===== src/rtl/br_write_arbiter_pkg.sv =====
// br_pkg: shared types and constants for the register-bank write arbiter.
//   state_t   : arbiter phase (INIT = zero-clear sequence, RUN = arbitration)
//   NUM_REGS  : number of registers in the bank
//   DIR_W     : register address width
//   DATA_W    : register data width
//   REQ_A/B   : grant / valid vector bit positions for ALU (A) and load (B)
package br_pkg;

    localparam int unsigned NUM_REGS = 32;
    localparam int unsigned DIR_W    = 5;
    localparam int unsigned DATA_W   = 32;
    localparam int unsigned REQ_A    = 0;
    localparam int unsigned REQ_B    = 1;

    typedef enum logic {
        INIT = 1'b0,
        RUN  = 1'b1
    } state_t;

endpackage


===== src/rtl/br_write_arbiter_if.sv =====
// br_write_arbiter_if: writeback requesters A/B plus the register-bank
// write port.
//   a_/b_valid, a_/b_dir, a_/b_dato : requester write request
//   a_/b_ready                      : requester accepted this cycle
//   br_we, br_dir, br_dato          : register bank write port
// Modports:
//   slave  : the arbiter (consumes requests, drives readies and bank port)
//   master : the requester / bank side
interface br_write_arbiter_if;
    import br_pkg::*;

    logic              a_valid;
    logic              a_ready;
    logic [DIR_W-1:0]  a_dir;
    logic [DATA_W-1:0] a_dato;

    logic              b_valid;
    logic              b_ready;
    logic [DIR_W-1:0]  b_dir;
    logic [DATA_W-1:0] b_dato;

    logic              br_we;
    logic [DIR_W-1:0]  br_dir;
    logic [DATA_W-1:0] br_dato;

    modport slave (
        input  a_valid, a_dir, a_dato,
        input  b_valid, b_dir, b_dato,
        output a_ready, b_ready,
        output br_we, br_dir, br_dato
    );

    modport master (
        output a_valid, a_dir, a_dato,
        output b_valid, b_dir, b_dato,
        input  a_ready, b_ready,
        input  br_we, br_dir, br_dato
    );

endinterface


===== src/rtl/br_rr_arb2.sv =====
// br_rr_arb2: stateless 2-way round-robin grant.
//   valid  : request vector, bit REQ_A = A, bit REQ_B = B
//   rr_ptr : requester favoured on contention (0 = A, 1 = B)
//   hold   : suppresses every grant
//   grant  : one-hot grant (all zero when nothing is granted)
module br_rr_arb2
    import br_pkg::*;
(
    input  logic [1:0] valid,
    input  logic       rr_ptr,
    input  logic       hold,
    output logic [1:0] grant
);

    always_comb begin
        grant = '0;
        if (!hold) begin
            unique case (valid)
                2'b01:   grant[REQ_A] = 1'b1;
                2'b10:   grant[REQ_B] = 1'b1;
                2'b11:   grant[rr_ptr] = 1'b1;
                default: grant = '0;
            endcase
        end
    end

endmodule


===== src/rtl/br_write_arbiter.sv =====
// br_write_arbiter: owns the register bank write port. After reset it
// optionally zero-clears all registers, then shares the port between the
// ALU (A) and load (B) writeback requesters round-robin.
//   clk, rst_n : clock (rising edge), asynchronous active-low reset
//   hold       : freezes the write port (no accepts, no clear progress)
//   bus        : requester handshakes and registered bank write port
//   init_done  : high once arbitration is running
//   wr_count   : committed (bank-visible) writes since the clear finished
module br_write_arbiter
    import br_pkg::*;
#(
    parameter bit          CLEAR_ON_RESET = 1'b1,
    parameter bit          R0_PROTECT     = 1'b1,
    parameter int unsigned CNT_W          = 16
) (
    input  logic                 clk,
    input  logic                 rst_n,
    input  logic                 hold,
    br_write_arbiter_if.slave    bus,
    output logic                 init_done,
    output logic [CNT_W-1:0]     wr_count
);

    state_t            state, state_nxt;
    logic [DIR_W-1:0]  clr_idx, clr_idx_nxt;
    logic              rr_ptr, rr_ptr_nxt;
    logic              we_nxt;
    logic [DIR_W-1:0]  dir_nxt;
    logic [DATA_W-1:0] dato_nxt;
    logic              done_nxt;
    logic [CNT_W-1:0]  cnt_nxt;

    logic [1:0]        valid;
    logic [1:0]        grant;
    logic              arb_hold;
    logic [DIR_W-1:0]  sel_dir;
    logic [DATA_W-1:0] sel_dato;

    assign valid = {bus.b_valid, bus.a_valid};

    // No grants until init_done is registered; this also gives the
    // no-clear configuration its single idle edge before arbitration.
    assign arb_hold = hold | ~init_done | (state != RUN);

    br_rr_arb2 u_arb (
        .valid  (valid),
        .rr_ptr (rr_ptr),
        .hold   (arb_hold),
        .grant  (grant)
    );

    assign bus.a_ready = grant[REQ_A];
    assign bus.b_ready = grant[REQ_B];

    assign sel_dir  = grant[REQ_B] ? bus.b_dir  : bus.a_dir;
    assign sel_dato = grant[REQ_B] ? bus.b_dato : bus.a_dato;

    always_ff @(posedge clk or negedge rst_n) begin
        if (!rst_n) begin
            state       <= CLEAR_ON_RESET ? INIT : RUN;
            clr_idx     <= '0;
            rr_ptr      <= 1'b0;
            bus.br_we   <= 1'b0;
            bus.br_dir  <= '0;
            bus.br_dato <= '0;
            init_done   <= 1'b0;
            wr_count    <= '0;
        end else begin
            state       <= state_nxt;
            clr_idx     <= clr_idx_nxt;
            rr_ptr      <= rr_ptr_nxt;
            bus.br_we   <= we_nxt;
            bus.br_dir  <= dir_nxt;
            bus.br_dato <= dato_nxt;
            init_done   <= done_nxt;
            wr_count    <= cnt_nxt;
        end
    end

    always_comb begin
        state_nxt   = state;
        clr_idx_nxt = clr_idx;
        rr_ptr_nxt  = rr_ptr;
        we_nxt      = 1'b0;
        dir_nxt     = bus.br_dir;
        dato_nxt    = bus.br_dato;
        done_nxt    = init_done;
        cnt_nxt     = wr_count;

        unique case (state)
            INIT: begin
                if (!hold) begin
                    we_nxt      = 1'b1;
                    dir_nxt     = clr_idx;
                    dato_nxt    = '0;
                    clr_idx_nxt = clr_idx + DIR_W'(1);
                    if (clr_idx == DIR_W'(NUM_REGS - 1)) begin
                        state_nxt = RUN;
                        done_nxt  = 1'b1;
                    end
                end
            end
            RUN: begin
                done_nxt = 1'b1;
                if (|grant) begin
                    // Favour whichever requester was not just served.
                    rr_ptr_nxt = grant[REQ_A];
                    // Writes to r0 finish the handshake but never reach the bank.
                    if (!(R0_PROTECT && sel_dir == '0)) begin
                        we_nxt   = 1'b1;
                        dir_nxt  = sel_dir;
                        dato_nxt = sel_dato;
                        cnt_nxt  = wr_count + CNT_W'(1);
                    end
                end
            end
            default: state_nxt = INIT;
        endcase
    end

endmodule


===== src/flat_wrapper.sv =====
// flat-port wrapper written by rule: the top's interface ports become plain ports
module br_write_arbiter_flat import br_pkg::*;
#(
    parameter bit          CLEAR_ON_RESET = 1'b1,
    parameter bit          R0_PROTECT     = 1'b1,
    parameter int unsigned CNT_W          = 16
)
  (clk, rst_n, hold, init_done, wr_count, bus_a_valid, bus_a_dir, bus_a_dato, bus_b_valid, bus_b_dir, bus_b_dato, bus_a_ready, bus_b_ready, bus_br_we, bus_br_dir, bus_br_dato);
  br_write_arbiter_if bus_i ();
  input  logic clk;
  input  logic rst_n;
  input  logic hold;
  output logic init_done;
  output logic [CNT_W-1:0] wr_count;
  input wire logic [$bits(bus_i.a_valid)-1:0] bus_a_valid;
  input wire logic [$bits(bus_i.a_dir)-1:0] bus_a_dir;
  input wire logic [$bits(bus_i.a_dato)-1:0] bus_a_dato;
  input wire logic [$bits(bus_i.b_valid)-1:0] bus_b_valid;
  input wire logic [$bits(bus_i.b_dir)-1:0] bus_b_dir;
  input wire logic [$bits(bus_i.b_dato)-1:0] bus_b_dato;
  output wire logic [$bits(bus_i.a_ready)-1:0] bus_a_ready;
  output wire logic [$bits(bus_i.b_ready)-1:0] bus_b_ready;
  output wire logic [$bits(bus_i.br_we)-1:0] bus_br_we;
  output wire logic [$bits(bus_i.br_dir)-1:0] bus_br_dir;
  output wire logic [$bits(bus_i.br_dato)-1:0] bus_br_dato;
  assign bus_i.a_valid = bus_a_valid;
  assign bus_i.a_dir = bus_a_dir;
  assign bus_i.a_dato = bus_a_dato;
  assign bus_i.b_valid = bus_b_valid;
  assign bus_i.b_dir = bus_b_dir;
  assign bus_i.b_dato = bus_b_dato;
  assign bus_a_ready = bus_i.a_ready;
  assign bus_b_ready = bus_i.b_ready;
  assign bus_br_we = bus_i.br_we;
  assign bus_br_dir = bus_i.br_dir;
  assign bus_br_dato = bus_i.br_dato;
  br_write_arbiter #(.CLEAR_ON_RESET(CLEAR_ON_RESET), .R0_PROTECT(R0_PROTECT), .CNT_W(CNT_W)) u_core (.clk(clk), .rst_n(rst_n), .hold(hold), .bus(bus_i), .init_done(init_done), .wr_count(wr_count));
endmodule

===== config.mk =====
export PLATFORM = sky130hd
export DESIGN_NAME = br_write_arbiter_flat
export DESIGN_NICKNAME = d
export VERILOG_FILES = /design/src/rtl/br_write_arbiter_pkg.sv /design/src/rtl/br_write_arbiter_if.sv /design/src/rtl/br_rr_arb2.sv /design/src/rtl/br_write_arbiter.sv /design/src/flat_wrapper.sv
export SDC_FILE = /design/constraint.sdc
export NUM_CORES = 1
export LEC_CHECK = 0
export ABC_CLOCK_PERIOD_IN_PS = 2020
export BUFFER_PORTS_ARGS = -buffer_cell sky130_fd_sc_hd__clkbuf_2
export CAP_MARGIN = 20
export CORE_ASPECT_RATIO = 2
export CORE_UTILIZATION = 45
export DETAILED_ROUTE_END_ITERATION = 6
export GPL_ROUTABILITY_DRIVEN = 0
export GPL_TIMING_DRIVEN = 0
export PLACE_DENSITY = 0.84
export SKIP_CTS_REPAIR_TIMING = 1
export SYNTH_ARGS = -nofsm -noshare
export SYNTH_HDL_FRONTEND = slang
export SYNTH_SLANG_ARGS = --single-unit

===== constraint.sdc =====
create_clock -name clk -period 2.02 [get_ports clk]
set_clock_uncertainty 0.15 [all_clocks]
set_input_delay 0.101 -clock clk [delete_from_list [all_inputs] [get_ports clk]]
set_output_delay 0.101 -clock clk [all_outputs]
set_load 0.02 [all_outputs]

### Word-level counts from Yosys, hierarchy flattened

Index checks and enable logic that the tools add are counted.

| word-level totals | value |
|---|---|
| flip-flop bits (word level) | 62 |

| cells by class | value |
|---|---|
| add/sub/neg operators | 2 |
| magnitude comparators | 2 |
| eq/ne operators | 8 |
| mux-type cells | 25 |
| bitwise operators | 6 |
| reduce and logical (&&, ||, !) cells | 8 |

Operators with widths:

| operator | count |
|---|---|
| $mux W32 | 4 |
| $pmux W32 S2 | 1 |
| $mux W5 | 4 |
| $add A16 B1 Y16 const B | 1 |
| $pmux W5 S2 | 1 |
| $mux W1 | 9 |
| $ne A2 B2 Y1 const B | 4 |
| $pmux W1 S2 | 4 |
| $reduce_and A2 Y1 | 3 |
| $reduce_and A3 Y1 | 2 |
| $add A5 B1 Y5 const B | 1 |
| $eq A5 B5 Y1 const B | 1 |
| $logic_not A5 Y1 | 1 |
| $eq A2 B2 Y1 const B | 2 |
| $not A1 Y1 | 4 |
| $eq A2 B1 Y1 const B | 1 |
| $lt A1 B2 Y1 const B | 1 |
| $mux W2 | 1 |
| $or A1 B1 Y1 | 2 |
| $reduce_or A2 Y1 | 1 |
| $demux W1 S1 | 1 |
| $ge A1 B1 Y1 const B | 1 |
| $logic_and A1 B1 Y1 | 1 |

### Logic depth before layout (Yosys ltp)

Gate-level depths: netlist (run 1).

| depth | value |
|---|---|
| depth after elaboration | 11 |
| mapped depth | 7 |
| gate-level depth less buffers | 6 |

### By module

A second synthesis (run 1) with hierarchy kept.

| unflattened totals | value |
|---|---|
| cell total of the unflattened synthesis | 266 |
| area, all modules | 3357.0 um^2 |

By module, submodules not included:

| module | times used | cells an instance | area each (um^2) |
|---|---|---|---|
| br_write_arbiter | 1 | 262 | 3326.9 |
| br_rr_arb2 | 1 | 4 | 30.0 |

### Least setup slack after synthesis (run 1)

No wires, ideal clock.

| path | value |
|---|---|
| kind | register -> register |
| from | register u_core.init_done |
| to | register u_core.bus.br_dato[12] |
| arrival time | 1.582 ns |
| data required time | 1.748 ns |
| setup slack | 0.166 ns |
| stages on the path, launching flop included | 7 |
| buffers on the path | 2 |
| period minus slack after synthesis | 1.854 ns |
| path through | dfrtp_1 and3b_1 nand3_2 buf_2 buf_2 mux2i_1 o2bb2ai_2 |

| on the way | value |
|---|---|
| longest elaborated chain between the ends | 8 |

Ends and longest elaborated chain:

| element | line | text |
|---|---|---|
| start: declaration | br_write_arbiter.sv:20 | `output logic init_done,` |
| start signal: assignment | br_write_arbiter.sv:75 | `init_done <= done_nxt;` |
| $not A1 Y1 * | br_write_arbiter.sv:43 | `assign arb_hold = hold \| ~init_done \| (state != RUN);` |
| $or A1 B1 Y1 * (2 in series) | br_write_arbiter.sv:43 |  |
| $mux W2 * | br_rr_arb2.sv:17 | `if (!hold) begin` |
| $mux W5 / $mux W32 (equally long branches) | br_write_arbiter.sv:55, br_write_arbiter.sv:56 |  |
| $logic_not A5 Y1 / $mux W32 (equally long branches) | br_write_arbiter.sv:109 | `if (!(R0_PROTECT && sel_dir == '0)) begin` |
| $ne A2 B2 Y1 (no line) / $mux W32 (equally long branches) | -- |  |
| $reduce_and A3 Y1 (no line) / $pmux W32 S2 (equally long branches) | -- |  |
| end signal: assignment | br_write_arbiter.sv:74 | `bus.br_dato <= dato_nxt;` |
| end: declaration | br_write_arbiter_if.sv:30 | `output br_we, br_dir, br_dato` |

Mark *: on every way between the ends. The rest lies on a longest branch, timed or not. The select of a mux whose other input is x is not followed.
A chain may end at the register's enable or synchronous reset.

### Worst setup path in the final report (run 1)

| path | value |
|---|---|
| from | register u_core.state |
| to | register u_core.bus.br_dato[14] |

| on the way | value |
|---|---|
| longest elaborated chain between the ends | 7 |

Ends and longest elaborated chain:

| element | line | text |
|---|---|---|
| start: declaration | br_write_arbiter.sv:24 | `state_t state, state_nxt;` |
| start signal: assignment | br_write_arbiter.sv:60 | `state <= CLEAR_ON_RESET ? INIT : RUN;` |
| start signal: assignment | br_write_arbiter.sv:69 | `state <= state_nxt;` |
| $not A1 Y1 (no line) | -- |  |
| $or A1 B1 Y1 | br_write_arbiter.sv:43 |  |
| $mux W2 | br_rr_arb2.sv:17 |  |
| $mux W5 / $mux W32 (equally long branches) | br_write_arbiter.sv:55, br_write_arbiter.sv:56 |  |
| $logic_not A5 Y1 / $mux W32 (equally long branches) | br_write_arbiter.sv:109 |  |
| $ne A2 B2 Y1 (no line) / $mux W32 (equally long branches) | -- |  |
| $reduce_and A3 Y1 (no line) / $pmux W32 S2 (equally long branches) | -- |  |

Parallel ways exist; a longest one is shown, timed or not. The select of a mux whose other input is x is not followed.

==> results of run 1 <==
[power breakdown]
part / leakage, nW / internal, mW / total [mW] / switching (mW)
clock: 0.139 / 0.851 / 1.37 / 0.522
combinational: 1.66 / 0.804 / 1.85 / 1.05
sequential: 0.822 / 1.59 / 1.87 / 0.283
total: 2.62 / 3.24 / 5.10 / 1.85
[worst reg2reg max path: cells and delay by family, from the launching register on]
kind	cells	cell delay [ns]
compound gates	1	0.09
buf+inv	2	0.51
flops	1	0.41
mux	1	0.28
simple gates	2	0.37
[synth_stat cells, types with 2 or more instances]
master | n | area (um^2)
dfrtp_1 | 62 | 1550
buf_6 | 3 | 33.8
buf_12 | 2 | 40.0
nand3_1 | 6 | 30.0
buf_4 | 2 | 15.0
a21o_1 | 6 | 45.0
nor3_1 | 3 | 15.0
o2bb2ai_2 | 19 | 285
nand4_1 | 4 | 25.0
buf_2 | 5 | 25.0
nand2_1 | 21 | 78.8
or4_4 | 2 | 22.5
nor2_1 | 4 | 15.0
o2bb2ai_1 | 13 | 114
and3_1 | 4 | 25.0
ha_1 | 3 | 37.5
mux2_2 | 2 | 22.5
inv_1 | 3 | 11.3
a31oi_1 | 5 | 31.3
mux2i_1 | 32 | 320
nor2_4 | 3 | 33.8
o21ai_0 | 6 | 30.0
xnor2_1 | 9 | 78.8
xor2_1 | 9 | 78.8
[registers in the layout, indices dropped and copies added (netlist names)]
name / count
u_core.bus.br_dato: 32
u_core.bus.br_dir: 5
u_core.bus.br_we: 1
u_core.clr_idx: 5
u_core.init_done: 1
u_core.rr_ptr: 1
u_core.state: 1
u_core.wr_count: 16
[logic make-up (layout without fill, tap and decap cells)]
group	Yosys count	count (layout)	share of synthesized area, %
multiplexers	34	34	11.2
XOR/XNOR	18	18	5.13
AO/OA/AOI/OAI	52	52	17.6
buffers and inverters	17	232	4.31
flip-flops	62	62	50.5
adder cells (fa/ha/maj)	3	3	1.22
AND/OR/NAND/NOR	55	55	10.1
[layout make-up]
class	count	area share (%)
sequential	62	32.3
inverter	4	0.313
multi-input combinational	162	29.4
timing repair buffer	199	27.4
clock inverter	5	0.521
clock buffer	11	5.06
tap	88	2.29
buffer	13	2.69
[metal layers]
| layer | GRT usage (%) | wire (um) |
|---|---|---|
| met4 | 11.4 | 364 |
| met3 | 4.23 | 463 |
| met2 | 40.4 | 5290 |
| met1 | 23.6 | 3510 |
| met5 | 0 | 0 |
[path summary, 6_finish.rpt]
path / cells after the start / slack [ns] / end / start
min in group asynchronous: 2 / 0.28 / u_core.bus.br_dato[3] / rst_n
worst max-delay path: 6 / 0.09 / u_core.bus.br_dato[14] / u_core.state
max in group asynchronous: 2 / 0.84 / u_core.bus.br_dato[18] / rst_n
worst min register to register: 1 / 0.32 / u_core.wr_count[15] / u_core.wr_count[15]
worst max register to register: 6 / 0.09 / u_core.bus.br_dato[14] / u_core.state
worst min-delay path: 3 / -0.01 / u_core.bus.br_dato[6] / bus_b_dato[6]
[per-stage QoR]
stage               power (mW)  setup WS [ns]  util (%)  hold slack (ns)  setup TNS [ns]
finish                    5.10         0.0879      72.5          -0.0135               0
global route              5.33        -0.0141      72.5           0.0290         -0.0141
CTS                       4.96        -0.0755      62.4           -0.218          -0.266
detailed placement        3.58        -0.0610      58.3            0.130          -0.176
global placement          3.51       -0.00463      58.3            0.245        -0.00463
floorplan                 2.96          0.166         -           -0.345               0
==> impl_metrics.yaml, run 1 <==
outcome:
  status: "complete, but fails checks"
  violations: "negative hold slack"
sta:
  hold_ws_ns: -0.0135
  drv_slew: 0
  fmax_mhz: 518
  tightest_slew_ns: 0.880
  max_slew_margin_pct: 41.3
  hold_violations: 1
  min_period_over_period_pct: 95.6
  final-setup-viol-count: 0
  period_minus_slack_ns: 1.93
setup_path:
  crit_required_ns: 2.07
  path_buf_inv: 2
  endpoint_kind: "register"
  cp_slowest_cell: "dfrtp_1"
  crit_path_cell_trace: "and3b_1 -> nand3_4 -> clkbuf_4 -> buf_4 -> mux2i_1 -> o2bb2ai_2"
  cp_max_fo: 10
  worstSetupPathType: "reg2reg"
  critPathMaxStageDelay_ns: 0.41
  start_kind: "register"
  crit_arrival_ns: 1.98
  critPathTopFamily: "buffers and inverters"
synthesis:
  synth_edf_count: 0
  synth_cell_type_count: 37
  async_flop_share_pct: 100
  yosys_warnings: 0
  synth-seq-area-share_pct: 50.5
  ys_seq_elements: 62
  synthCells: 241
  syn_area_per_cell_um2: 12.8
  syn_area_mm2: 0.00307
  ys_dominant_reg_cell: "dfrtp_1"
  syn_nets: 323
detailed_routing:
  avgViaCountPerCell: 5.32
  route.antenna.remaining_nets: 0
  first_iter_violations: 139
  wl_per_cell_um: 17.7
  drc: 0
  drt_first_pass_iters: 4
  wl_um: 9620
  routed-via-count: 2896
layout:
  multi_input_area_mm2: 0.00141
  mostFrequentLayoutCell: "clkbuf_2"
  fillCellCount: 485
  finalNonFillerCells: 544
  most-common-layout-cells: "134 x clkbuf_2, 63 x dlygate4sd3_1, 62 x dfrtp_1, 32 x mux2i_1, 21 x nand2_1"
  register_area_mm2: 0.00155
  stdcell_area_mm2: 0.00480
  syn_to_final_growth_pct: 56.1
  final_layout_size_suffix_gt1_share_pct: 42.8
  diodes: 0
  nets: 533
min_path:
  hold_path.class: "in2reg"
floorplan:
  core-area_mm2: 0.00662
  ios: 136
  rows: 42
  start_util_pct: 46.4
  fp.dieW_um: 60.4
  die_y_um: 119
  die-area_mm2: 0.00719
cts:
  clockRootBuffer: "clkbuf_16"
  cts.sinks: 62
  clk_latency_ns: 0.33
  cts.path.max_buffers: 2
  cts_buffers: 9
  cts_tree: "built"
  path_clk_slew_ns: 0.05
  htree_levels: 3
global_route:
  grt_usage_pct: 22.6
  gr-total-overflow: 0
  grt_pass1_vias: 2675
  grt_max_degree: 63
  antenna_found_initial: 0
  grt_pass1_wl_um: 12100
power:
  max-vdd-ir-drop_uv: 659
  p_leak_nw: 2.62
  power_density_mw_per_mm2: 1060
placement:
  portBuffers: 135
  placed_cells: 464
  postPlaceCellArea_mm2: 0.00386
  dp_hpwl_um: 5770
run:
  maxCapViolations: 0
Power figures use the tool's default switching activity.
==> inputs of run 2 (changes only) <==
--- a/config.mk
+++ b/config.mk
@@ -13,8 +13,9 @@
 export DETAILED_ROUTE_END_ITERATION = 6
 export GPL_ROUTABILITY_DRIVEN = 0
 export GPL_TIMING_DRIVEN = 0
-export PLACE_DENSITY = 0.84
+export PLACE_DENSITY = 0.82
 export SKIP_CTS_REPAIR_TIMING = 1
 export SYNTH_ARGS = -nofsm -noshare
 export SYNTH_HDL_FRONTEND = slang
+export SYNTH_HIERARCHICAL = 1
 export SYNTH_SLANG_ARGS = --single-unit
==> run 2 against run 1 <==
The run ends with negative setup slack left. Routed wire length down 10%. Die area increased by 9.0%. Sequential cell count did not move. Synthesized area up 9.2%. Cell count decreased by 2.6%. Synthesized cell count increased by 10%. Via count down 7.0%. Global-route usage is 0.99 points lower. Setup slack worse by 0.48 ns. Clock power about the same. Largest cell class is now multi-input gates. Highest routed layer unchanged.
==> impl_metrics.yaml, run 2 <==
setup_path:
  critPathTopFamily: "compound AO/OA/AOI/OAI gates"
  endpoint_kind: "register"
  start_kind: "register"
  critPathMaxStageDelay_ns: 0.39
  crit_required_ns: 2.08
  cp_slowest_cell: "dfrtp_1"
  worstSetupPathType: "reg2reg"
  cp_max_fo: 8
  path_buf_inv: 4
  crit_arrival_ns: 2.48
  crit_path_cell_trace: "buf_8 -> nand3_4 -> inv_2 -> o211a_4 -> nor4b_4 -> o22ai_4 -> a21oi_4 -> buf_12 -> clkbuf_16 -> mux2_4"
power:
  p_total_mw: 5.66
  p_leak_nw: 2.42
  power_density_mw_per_mm2: 1170
  max-vdd-ir-drop_uv: 796
synthesis:
  synth_most_common_cell: "dfrtp_1"
  yosys.area.top_type: "dfrtp_1"
  synth_cell_type_count: 34
  syn_area_per_cell_um2: 12.6
  ys_dominant_reg_cell: "dfrtp_1"
  async_flop_share_pct: 100
  syn_nets: 348
  syn_area_mm2: 0.00336
  synth_edf_count: 0
  ys_seq_elements: 62
  yosys_warnings: 6
  synth_top_area_share_pct: 46.2
  synthTopCellsByArea: "dfrtp_1 46%, mux2i_1 11%, mux2_4 8.5%"
  synth_common_cells: "62 x dfrtp_1, 37 x mux2i_1, 32 x nor2b_1"
  synth-seq-area-share_pct: 46.2
  synthCells: 266
detailed_routing:
  avgViaCountPerCell: 5.08
  routed-via-count: 2692
  wl_um: 8670
  wl_per_cell_um: 16.3
  route.antenna.remaining_nets: 0
  drt_first_pass_iters: 4
  first_iter_violations: 98
  drc: 0
cts:
  cts.path.max_buffers: 2
  cts.sinks: 62
  clk_latency_ns: 0.33
  htree_levels: 3
  cts_buffers: 9
  clockRootBuffer: "clkbuf_16"
  cts_tree: "built"
  path_clk_slew_ns: 0.05
sta:
  min_period_over_period_pct: 120
  fin_ws_ns: -0.395
  hold_violations: 0
  max_slew_margin_pct: 42.4
  tightest_slew_ns: 0.864
  rsz0062_at_grt: "yes"
  drv_slew: 0
  period_minus_slack_ns: 2.42
  fmax_mhz: 414
  final-setup-viol-count: 53
run:
  maxCapViolations: 0
global_route:
  grt_usage_pct: 21.6
  gr-total-overflow: 0
  grt.busiest_layer: "met2"
  antenna_found_initial: 0
  gr-usage-met2_pct: 40.2
  use_met1_pct: 21.9
  grt_use_met3_pct: 3.39
  grt_max_degree: 63
  grt_pass1_wl_um: 12700
  grt_pass1_vias: 2706
floorplan:
  fp.dieW_um: 63.1
  start_util_pct: 46.5
  ios: 136
  core-area_mm2: 0.00721
  die_y_um: 124
  rows: 44
  die-area_mm2: 0.00783
placement:
  dp_hpwl_um: 6140
  portBuffers: 135
  placed_cells: 493
layout:
  reg_top3: "u_core/bus.br_dato x32, u_core/wr_count x16"
  largest_reg_flops: 32
  top_register: "u_core/bus.br_dato"
  nets: 515
  final_layout_size_suffix_gt1_share_pct: 55.9
  most-common-layout-cells: "134 x clkbuf_2, 62 x dfrtp_1, 37 x mux2i_1, 32 x nor2b_1, 25 x mux2_4"
  mostFrequentLayoutCell: "clkbuf_2"
  diodes: 0
  syn_to_final_growth_pct: 43.5
  finalNonFillerCells: 530
  utilization_pct: 66.8
outcome:
  violations: "negative setup slack"
  status: "complete, but fails checks"
min_path:
  hold_path.class: "in2reg"
run 2: power breakdown:
group          leakage (nW)  switching, mW  total [mW]  internal [mW]
registers             0.820          0.259        1.89           1.63
clock network         0.132          0.523        1.38          0.856
logic                  1.47           1.18        2.40           1.22
run 2: worst register-to-register path: cells and delay by family (launching register included):
family	cells	cell delay, ns
compound gates	3	0.61
buf+inv	4	0.52
flops	1	0.39
mux	1	0.30
simple gates	2	0.33
run 2: cell families after synthesis:
family	count (synthesis)	share of synthesized area, %
multiplexers	77	26.6
AND/OR/NAND/NOR	75	14.3
flip-flops	62	46.2
buffers and inverters	19	3.84
XOR/XNOR	18	4.70
AO/OA/AOI/OAI	12	3.21
adder cells (fa/ha/maj)	3	1.12
run 2: metal layers:
| layer | routed length (um) | part of all wire [%] |
|---|---|---|
| met1 | 3080 | 36 |
| met2 | 5040 | 58 |
| met3 | 291 | 3.4 |
| met4 | 249 | 2.9 |
| met5 | 0 | 0 |
run 2: per-stage QoR:
stage                     cell area, um^2  setup TNS, ns  setup slack, ns  hold slack [ns]
after detailed placement             4190         -30.70           -0.751            0.139
final                                4820         -15.47           -0.395           0.0133
after global placement               4190         -28.45           -0.723            0.313
after CTS                            4460         -30.77           -0.748           -0.218
after floorplan                      3400         -18.35           -0.470           -0.345
after global routing                 4820         -20.78           -0.497           0.0152
run 2: layout make-up:
cell class | instances | area, um^2
sequential | 62 | 1550
timing repair buffer | 158 | 933
buffer | 13 | 133
fill | 563 | 2390
inverter | 4 | 17.5
clock buffer | 12 | 246
multi-input combinational | 185 | 1800
tap | 92 | 115
clock inverter | 4 | 22.5
run 2: worst paths after layout:
kind,startpoint,to,slack [ns],cells past startpoint
setup reg to reg,u_core/state,u_core/bus.br_dato[22],-0.40,10
hold reg to reg,u_core/wr_count[15],u_core/wr_count[15],0.33,1
max in group asynchronous,rst_n,u_core/wr_count[15],0.86,2
setup / recovery,u_core/state,u_core/bus.br_dato[22],-0.40,10
min in group asynchronous,rst_n,u_core/bus.br_dato[3],0.29,2
hold / removal,hold,u_core/state,0.01,3
